<file path="src/rtl/reg_file_mp.sv">
// Parametrised multi-port register file with optional write-to-read bypass,
// a hardwired zero register and per-register pending (scoreboard) bits.
// Reads are combinational; writes, reservations and the pending count update
// on the rising edge of clk.
module reg_file_mp #(
  parameter int unsigned DATA_WIDTH   = 32,
  parameter int unsigned NUM_REGS     = 32,
  parameter int unsigned NUM_RD_PORTS = 2,
  parameter int unsigned NUM_WR_PORTS = 1,
  parameter int unsigned BYPASS       = 1,
  parameter int unsigned ZERO_REG     = 1,
  localparam int unsigned ADDR_W      = $clog2(NUM_REGS)
) (
  input  logic                                 clk,
  input  logic                                 rst,
  input  logic [NUM_WR_PORTS-1:0]              wr_en,
  input  logic [NUM_WR_PORTS*ADDR_W-1:0]       wr_reg,
  input  logic [NUM_WR_PORTS*DATA_WIDTH-1:0]   wr_data,
  input  logic [NUM_RD_PORTS*ADDR_W-1:0]       rd_reg,
  output logic [NUM_RD_PORTS*DATA_WIDTH-1:0]   rd_data,
  output logic [NUM_RD_PORTS-1:0]              rd_pending,
  input  logic                                 rsv_en,
  input  logic [ADDR_W-1:0]                    rsv_reg,
  output logic [ADDR_W:0]                      pending_count
);

  localparam int unsigned CNT_W = ADDR_W + 1;

  // A register is live unless it is the hardwired zero register.
  function automatic logic reg_live(input int unsigned r);
    reg_live = (ZERO_REG == 0) || (r != 0);
  endfunction

  logic [DATA_WIDTH-1:0] mem [NUM_REGS];
  logic [NUM_REGS-1:0]   pending;
  logic [CNT_W-1:0]      count_q;

  logic [NUM_REGS-1:0]   wr_hit;
  logic [DATA_WIDTH-1:0] wr_val [NUM_REGS];
  logic [NUM_REGS-1:0]   rsv_set;
  logic [NUM_REGS-1:0]   pending_nxt;
  logic                  cnt_inc;
  logic [CNT_W-1:0]      cnt_dec;
  logic [CNT_W-1:0]      count_nxt;

  assign pending_count = count_q;

  // Per-register write/reserve decode; iterating ports upward lets the
  // highest-indexed port win a same-address collision. Out-of-range
  // addresses never match any register, so they are dropped here.
  always_comb begin
    wr_hit  = '0;
    rsv_set = '0;
    for (int unsigned r = 0; r < NUM_REGS; r++) begin
      wr_val[r] = '0;
      if (reg_live(r)) begin
        for (int unsigned p = 0; p < NUM_WR_PORTS; p++) begin
          if (wr_en[p] && (wr_reg[p*ADDR_W +: ADDR_W] == ADDR_W'(r))) begin
            wr_hit[r] = 1'b1;
            wr_val[r] = wr_data[p*DATA_WIDTH +: DATA_WIDTH];
          end
        end
        rsv_set[r] = rsv_en && (rsv_reg == ADDR_W'(r));
      end
    end
  end

  // Next pending vector and incremental count: a write clears, a reserve
  // sets and wins over a same-cycle write to the same register.
  always_comb begin
    pending_nxt = (pending & ~wr_hit) | rsv_set;
    cnt_inc     = |(rsv_set & ~pending);
    cnt_dec     = '0;
    for (int unsigned r = 0; r < NUM_REGS; r++) begin
      if (pending[r] && wr_hit[r] && !rsv_set[r]) begin
        cnt_dec = cnt_dec + CNT_W'(1);
      end
    end
    count_nxt = count_q + CNT_W'(cnt_inc) - cnt_dec;
  end

  // State update; reset discards any write or reserve in the same cycle.
  always_ff @(posedge clk) begin
    if (rst) begin
      for (int unsigned r = 0; r < NUM_REGS; r++) begin
        mem[r] <= '0;
      end
      pending <= '0;
      count_q <= '0;
    end else begin
      for (int unsigned r = 0; r < NUM_REGS; r++) begin
        if (wr_hit[r]) begin
          mem[r] <= wr_val[r];
        end
      end
      pending <= pending_nxt;
      count_q <= count_nxt;
    end
  end

  // Combinational read ports with optional bypass; a bypassed write also
  // masks the pending bit since the value is arriving this cycle.
  always_comb begin
    rd_data    = '0;
    rd_pending = '0;
    for (int unsigned p = 0; p < NUM_RD_PORTS; p++) begin
      for (int unsigned r = 0; r < NUM_REGS; r++) begin
        if ((rd_reg[p*ADDR_W +: ADDR_W] == ADDR_W'(r)) && reg_live(r)) begin
          if ((BYPASS != 0) && wr_hit[r]) begin
            rd_data[p*DATA_WIDTH +: DATA_WIDTH] = wr_val[r];
          end else begin
            rd_data[p*DATA_WIDTH +: DATA_WIDTH] = mem[r];
            rd_pending[p]                       = pending[r];
          end
        end
      end
    end
  end

endmodule

</file>
<file path="config.mk">
export PLATFORM = sky130hd
export DESIGN_NAME = reg_file_mp
export DESIGN_NICKNAME = d
export VERILOG_FILES = /design/src/rtl/reg_file_mp.sv
export SDC_FILE = /design/constraint.sdc
export NUM_CORES = 2
export LEC_CHECK = 0
export ABC_AREA = 1
export ABC_CLOCK_PERIOD_IN_PS = 17430
export CORE_ASPECT_RATIO = 0.6
export CORE_MARGIN = 5
export CORE_UTILIZATION = 55
export DETAILED_ROUTE_END_ITERATION = 10
export GPL_TIMING_DRIVEN = 1
export PLACE_DENSITY = 0.75
export SKIP_LAST_GASP = 1
export SLEW_MARGIN = 20
export SYNTH_ARGS = -nofsm -noshare
export SYNTH_HDL_FRONTEND = slang
export SYNTH_SLANG_ARGS = --single-unit
</file>
<file path="constraint.sdc">
create_clock -name clk -period 17.43 [get_ports clk]
set_input_delay 1.743 -clock clk [delete_from_list [all_inputs] [get_ports clk]]
set_output_delay 1.743 -clock clk [all_outputs]
set_load 0.005 [all_outputs]
</file>
### After elaboration in Yosys (flattened, before gate mapping)

Memory sizes are Yosys's and may differ from the RTL's.
Index checks and enable logic that the tools add are counted.

* register bits after elaboration: 38
* RAM bits: 1024
* logic and storage cells: 786
* memories kept: 1

* add/subtract/negate cells: 32
* eq/ne operators: 124
* multiplexer cells: 435
* bitwise gates (word level): 36
* reduce and logical (&&, ||, !) cells: 156

Memory list
* mem: words 32, bits a word 32, rd ports 31, clocked after memory_dff 0, wr ports 32, line 34 `logic [DATA_WIDTH-1:0] mem [NUM_REGS];`

Operators by type and width (number)
* $mux 32: 155
* $eq 5x5->1 const B: 64
* $mux 1: 250
* $add 6x1->6 const B: 30
* $mux 6: 30
* $eq 5x4->1 const B: 32
* $logic_and 1x1->1: 124
* $eq 5x3->1 const B: 16
* $and 32x32->32: 2
* $not 32->32: 2
* $eq 5x2->1 const B: 8
* $or 32x32->32: 1
* $reduce_or 32->1: 1
* $logic_not 1->1: 31
* $or 1x1->1: 31
* $eq 5x1->1 const B: 4
* $add 6x1->6: 1
* $sub 6x6->6: 1

### Longest topological paths before layout

* depth after elaboration: 67
* mapped depth: 80
* gate-level depth less buffers: 80

### Worst setup path after synthesis

No wires, ideal clock.

* kind: in2reg
* start: input wr_reg[2]
* end: register count_q[5], in the netlist pending_count[5]
* setup time: 132 ps
* arrival time: 9504 ps
* setup slack: 7794 ps
* stages: 78
* cell sequence: inv_1 > nand2_1 > nor2_1 > nand2_1 > clkbuf_1 > clkbuf_1 > inv_1 > nand3_1 > ha_1 > nand4_2 > nand3_1 > o21ai_0 > nand2_1 > nand2_1 > ha_1 > inv_1 > nor2_1 > nor2_1 > [... 42 more ...] > ha_1 > nand2_1 > nand2_1 > ha_1 > nand2_1 > nand3_1 > ha_1 > a221oi_1 > ha_1 > ha_1 > inv_1 > nor2_1 > nor2_1 > nor2_1 > nor2_1 > nor2_1 > o21a_1 > nor3_1

* longest elaborated chain between the ends: 67
* elaborated cells between the ends (all ways): 217
* classes of those cells: 31 x add/sub; 31 x eq/ne; 62 x mux; 93 x reduce/logical

RTL lines
* from (decl): line 17 `input logic [NUM_WR_PORTS*ADDR_W-1:0] wr_reg,`
* $eq 5x1->1: line 58 `if (wr_en[p] && (wr_reg[p*ADDR_W +: ADDR_W] == ADDR_W'(r))) begin`
* $logic_and 1x1->1: line 58
* $mux 1: line 58
* $logic_and 1x1->1 (2 in a row): line 75 `if (pending[r] && wr_hit[r] && !rsv_set[r]) begin`
* $mux 1: line 75
* $add 6x1->6: line 76 `cnt_dec = cnt_dec + CNT_W'(1);`
* $mux 6: line 75
* $add 6x1->6: line 76
* [... 50 more ...]
* $mux 6: line 75
* $add 6x1->6: line 76
* $mux 6: line 75
* $add 6x1->6: line 76
* $mux 6: line 75
* $add 6x1->6: line 76
* $mux 6 (*): line 75
* $sub 6x6->6 (*): line 79 `count_nxt = count_q + CNT_W'(cnt_inc) - cnt_dec;`
* to (signal assigned): line 97 `count_q <= count_nxt;`
* to (decl): line 36 `logic [CNT_W-1:0] count_q;`

Every way passes the cells marked *; elsewhere a longest branch is shown, timed or not.
A chain may end at the register's enable or synchronous reset.

### Final worst setup path

* start: input wr_reg[3]
* end: register count_q[5], in the netlist pending_count[5]

The elaborated chain is that of the path after synthesis.

==> metrics.md <==
| Metric | Value |
|---|---|
| Run status | complete, but fails checks |
| Failing checks | DRC |
| CTS Sinks | 1029 |
| Post-synth EDFFs | 992 |
| Largest net degree at the start of global routing | 193 |
| CP peak stage delay | 520 ps |
| Max VDD drop | 0.0782 mV |
| Most common cell on crit path | nand2_1 |
| First-pass GRT wire length | 357000 um |
| Crit path capture type | flop |
| WP data arrival | 11240 ps |
| Ys async rst share | 0 |
| Initial antenna violation count | 6 |
| Synth area leaders | edfxtp_1, nand2_1, o21ai_0 |
| Routed wire length | 237000 um |
| Final HPWL DP | 154000 um |
| Initial DRC count | 10500 |
| CTS H-tree depth | 3 |
| Avg Inst Size Synth | 7.46 sq um |
| I/O Buffers | 127 |
| Initial core utilization | 0.554 |
| CTS root buf | clkbuf_16 |
| DRC | 1 |
| Sequential area share after synthesis | 0.472 |
| Pre-CTS WS | 6000 ps |
| Layout Utilization | 0.597 |
| Cells after synthesis | 8661 |
| Slew headroom | 0.176 |
| Post-DRT Antenna Nets | 0 |
| Post-CTS Setup Repair Bufs | 0 |
| Crit Path Class | input port to flop |
| Most numerous cell in the Yosys netlist | nand2_1 |
| Total track usage | 0.370 |
| Layout area overhead | 7.79% |
| Die Area | 0.125 sq mm |
| Drt via density | 6.41 |
| Critical Path Start Type | input port |
| Total core area | 0.117 sq mm |
| Layout cells sized above 1 | 0.0524 |
| Die X | 453 um |
| Synth Flop Type | edfxtp_1 |
| Fin nets | 8383 |
| Least-Margin Pin Slew | 1240 ps |
| #FFs+latches synth | 1029 |
| Max Slew Vio Count | 0 |
| Worst EP required | 17960 ps |
| Fin crit share | 0.614 |
| Rows | 97 |
| Static Leak | 27.1 nW |
| Drt wl/cell | 23.9 um |
| CP max stage cell | clkdlybuf4s50_1 |
| Drt pass-1 iters | 10 |
| RSZ-0062 raised after global routing | no |
| Synth area leader | edfxtp_1 |
| CTS tree | done |
| Commonest cells in the netlist | nand2_1, edfxtp_1, o21ai_0, nor3_1, nor2_1 |
| Yosys top cell area share | 0.461 |
| Io pins | 128 |
| Fin crit period | 10700 ps |
| Total gr overflow | 0 |
| Hold WC Path Type | flop to flop |
| Die Span Y | 276 um |
| Vias after detailed routing | 63800 |
| Post-CTS sizing | 0 |
| Sum Neg Setup Slack | 0 ps |
| Mapped cell area | 0.0646 sq mm |
| RD Place Congestion | 0.905 |
| Warnings from Yosys | 0 |
| CP Max Fanout | 40 |
| Setup violators final | 0 |
| Max-cap viol count | 0 |
| Vias in the first global route | 57900 |
| Synth unique cells | 42 |
| CTS Buffer Depth | 3 |
| Fmax | 0.0934 GHz |
| Clk slew on worst S/H paths | 60 ps |
| PwrDens | 85.8 mW/mm^2 |
| Final WS setup | 6730 ps |
| Worst skew pair latency | 730 ps |
| CTS Hold Bufs | 0 |
| Fin. Hold Viols | 0 |
| CTS Buf Count | 101 |
| Clk_skew | 39.0 ps |
[path summary, 6_finish.rpt]
path / cells after the start / slack (ps) / endpoint / start
min reg2reg: 2 / 510 / pending[11] / pending[11]
max reg2reg: 69 / 8890 / pending_count[5] / pending[2]
max: 75 / 6730 / pending_count[5] / wr_reg[3]
min: 2 / 510 / pending[11] / pending[11]
[through the flow]
stage / hold slack (ps) / instance area, sq um / std cells / total power, W
after floorplan: 480 / 64600 / 8662 / 0.00342
after global placement: 506 / 66500 / 9767 / 0.00378
after detailed placement: 504 / 66500 / 9767 / 0.00380
after CTS: 513 / 69600 / 9947 / 0.00593
after global routing: 538 / 69600 / 9949 / 0.00615
final: 514 / 69700 / 9954 / 0.00597
[cells by family (layout without fill, tap and decap cells)]
| family | count (synthesis) | count (layout) | share of synthesized area |
|---|---|---|---|
| AND/OR/NAND/NOR | 4819 | 4819 | 0.313 |
| AO/OA/AOI/OAI | 1368 | 1368 | 0.119 |
| buffers and inverters | 1340 | 1041 | 0.0780 |
| flip-flops | 1029 | 1029 | 0.472 |
| multiplexers | 61 | 61 | 0.00945 |
| adder cells (fa/ha/maj) | 41 | 41 | 0.00806 |
| XOR/XNOR | 2 | 2 | 0.000271 |
| other | 1 | 9 | 0.0000580 |
[critical path: cells and delay by family]
family          cells  cell delay, ps
xor+xnor            1             170
compound gates     10            1550
fa+ha+maj           8            2150
buf+inv             6            1000
simple gates       50            4600
[flip-flops by register name, summed over array words and instances, names as in the netlist]
register,cells
pending_count,6
mem,992
pending,31
[final cells by class]
cell class	instances	area (sq um)
Antenna cell	7	17.5
Fill cell	10300	47000
Clock buffer	130	2690
Inverter	553	2080
Tap cell	1584	1980
Timing Repair Buffer	308	2660
Multi-Input combinational cell	6293	29300
Sequential cell	1029	30500
Clock inverter	50	428
[layer usage]
metal	track usage	vias to the layer above	share of wire
met5	0	-	0.00020
met4	0.138	6	0.042
met3	0.127	804	0.16
met2	0.507	4990	0.40
met1	0.538	29300	0.40
li1	-	28800	-
[report_power, final]
part,internal [W],switching (W)
clock,0.00116,0.00102
combinational,0.000251,0.000659
sequential,0.00284,0.0000392
[layout by cell type (no fill, tap or decap), types with 40 or more instances in the layout]
cell type / synthesis / final
nand2_1: 2697 / 2687
edfxtp_1: 992 / 992
o21ai_0: 949 / 949
nor3_1: 910 / 894
nor2_1: 779 / 752
inv_1: 529 / 496
nand4_1: 324 / 324
buf_4: 0 / 179
o22ai_1: 152 / 152
clkdlybuf4s50_1: 0 / 126
clkbuf_16: 0 / 103
o2111ai_1: 95 / 95
nand3_1: 93 / 93
a21oi_1: 65 / 65
mux2i_1: 61 / 61
inv_2: 18 / 52
a221oi_1: 40 / 40
ha_1: 40 / 40
No activity file was read; power rests on OpenSTA's default activity.
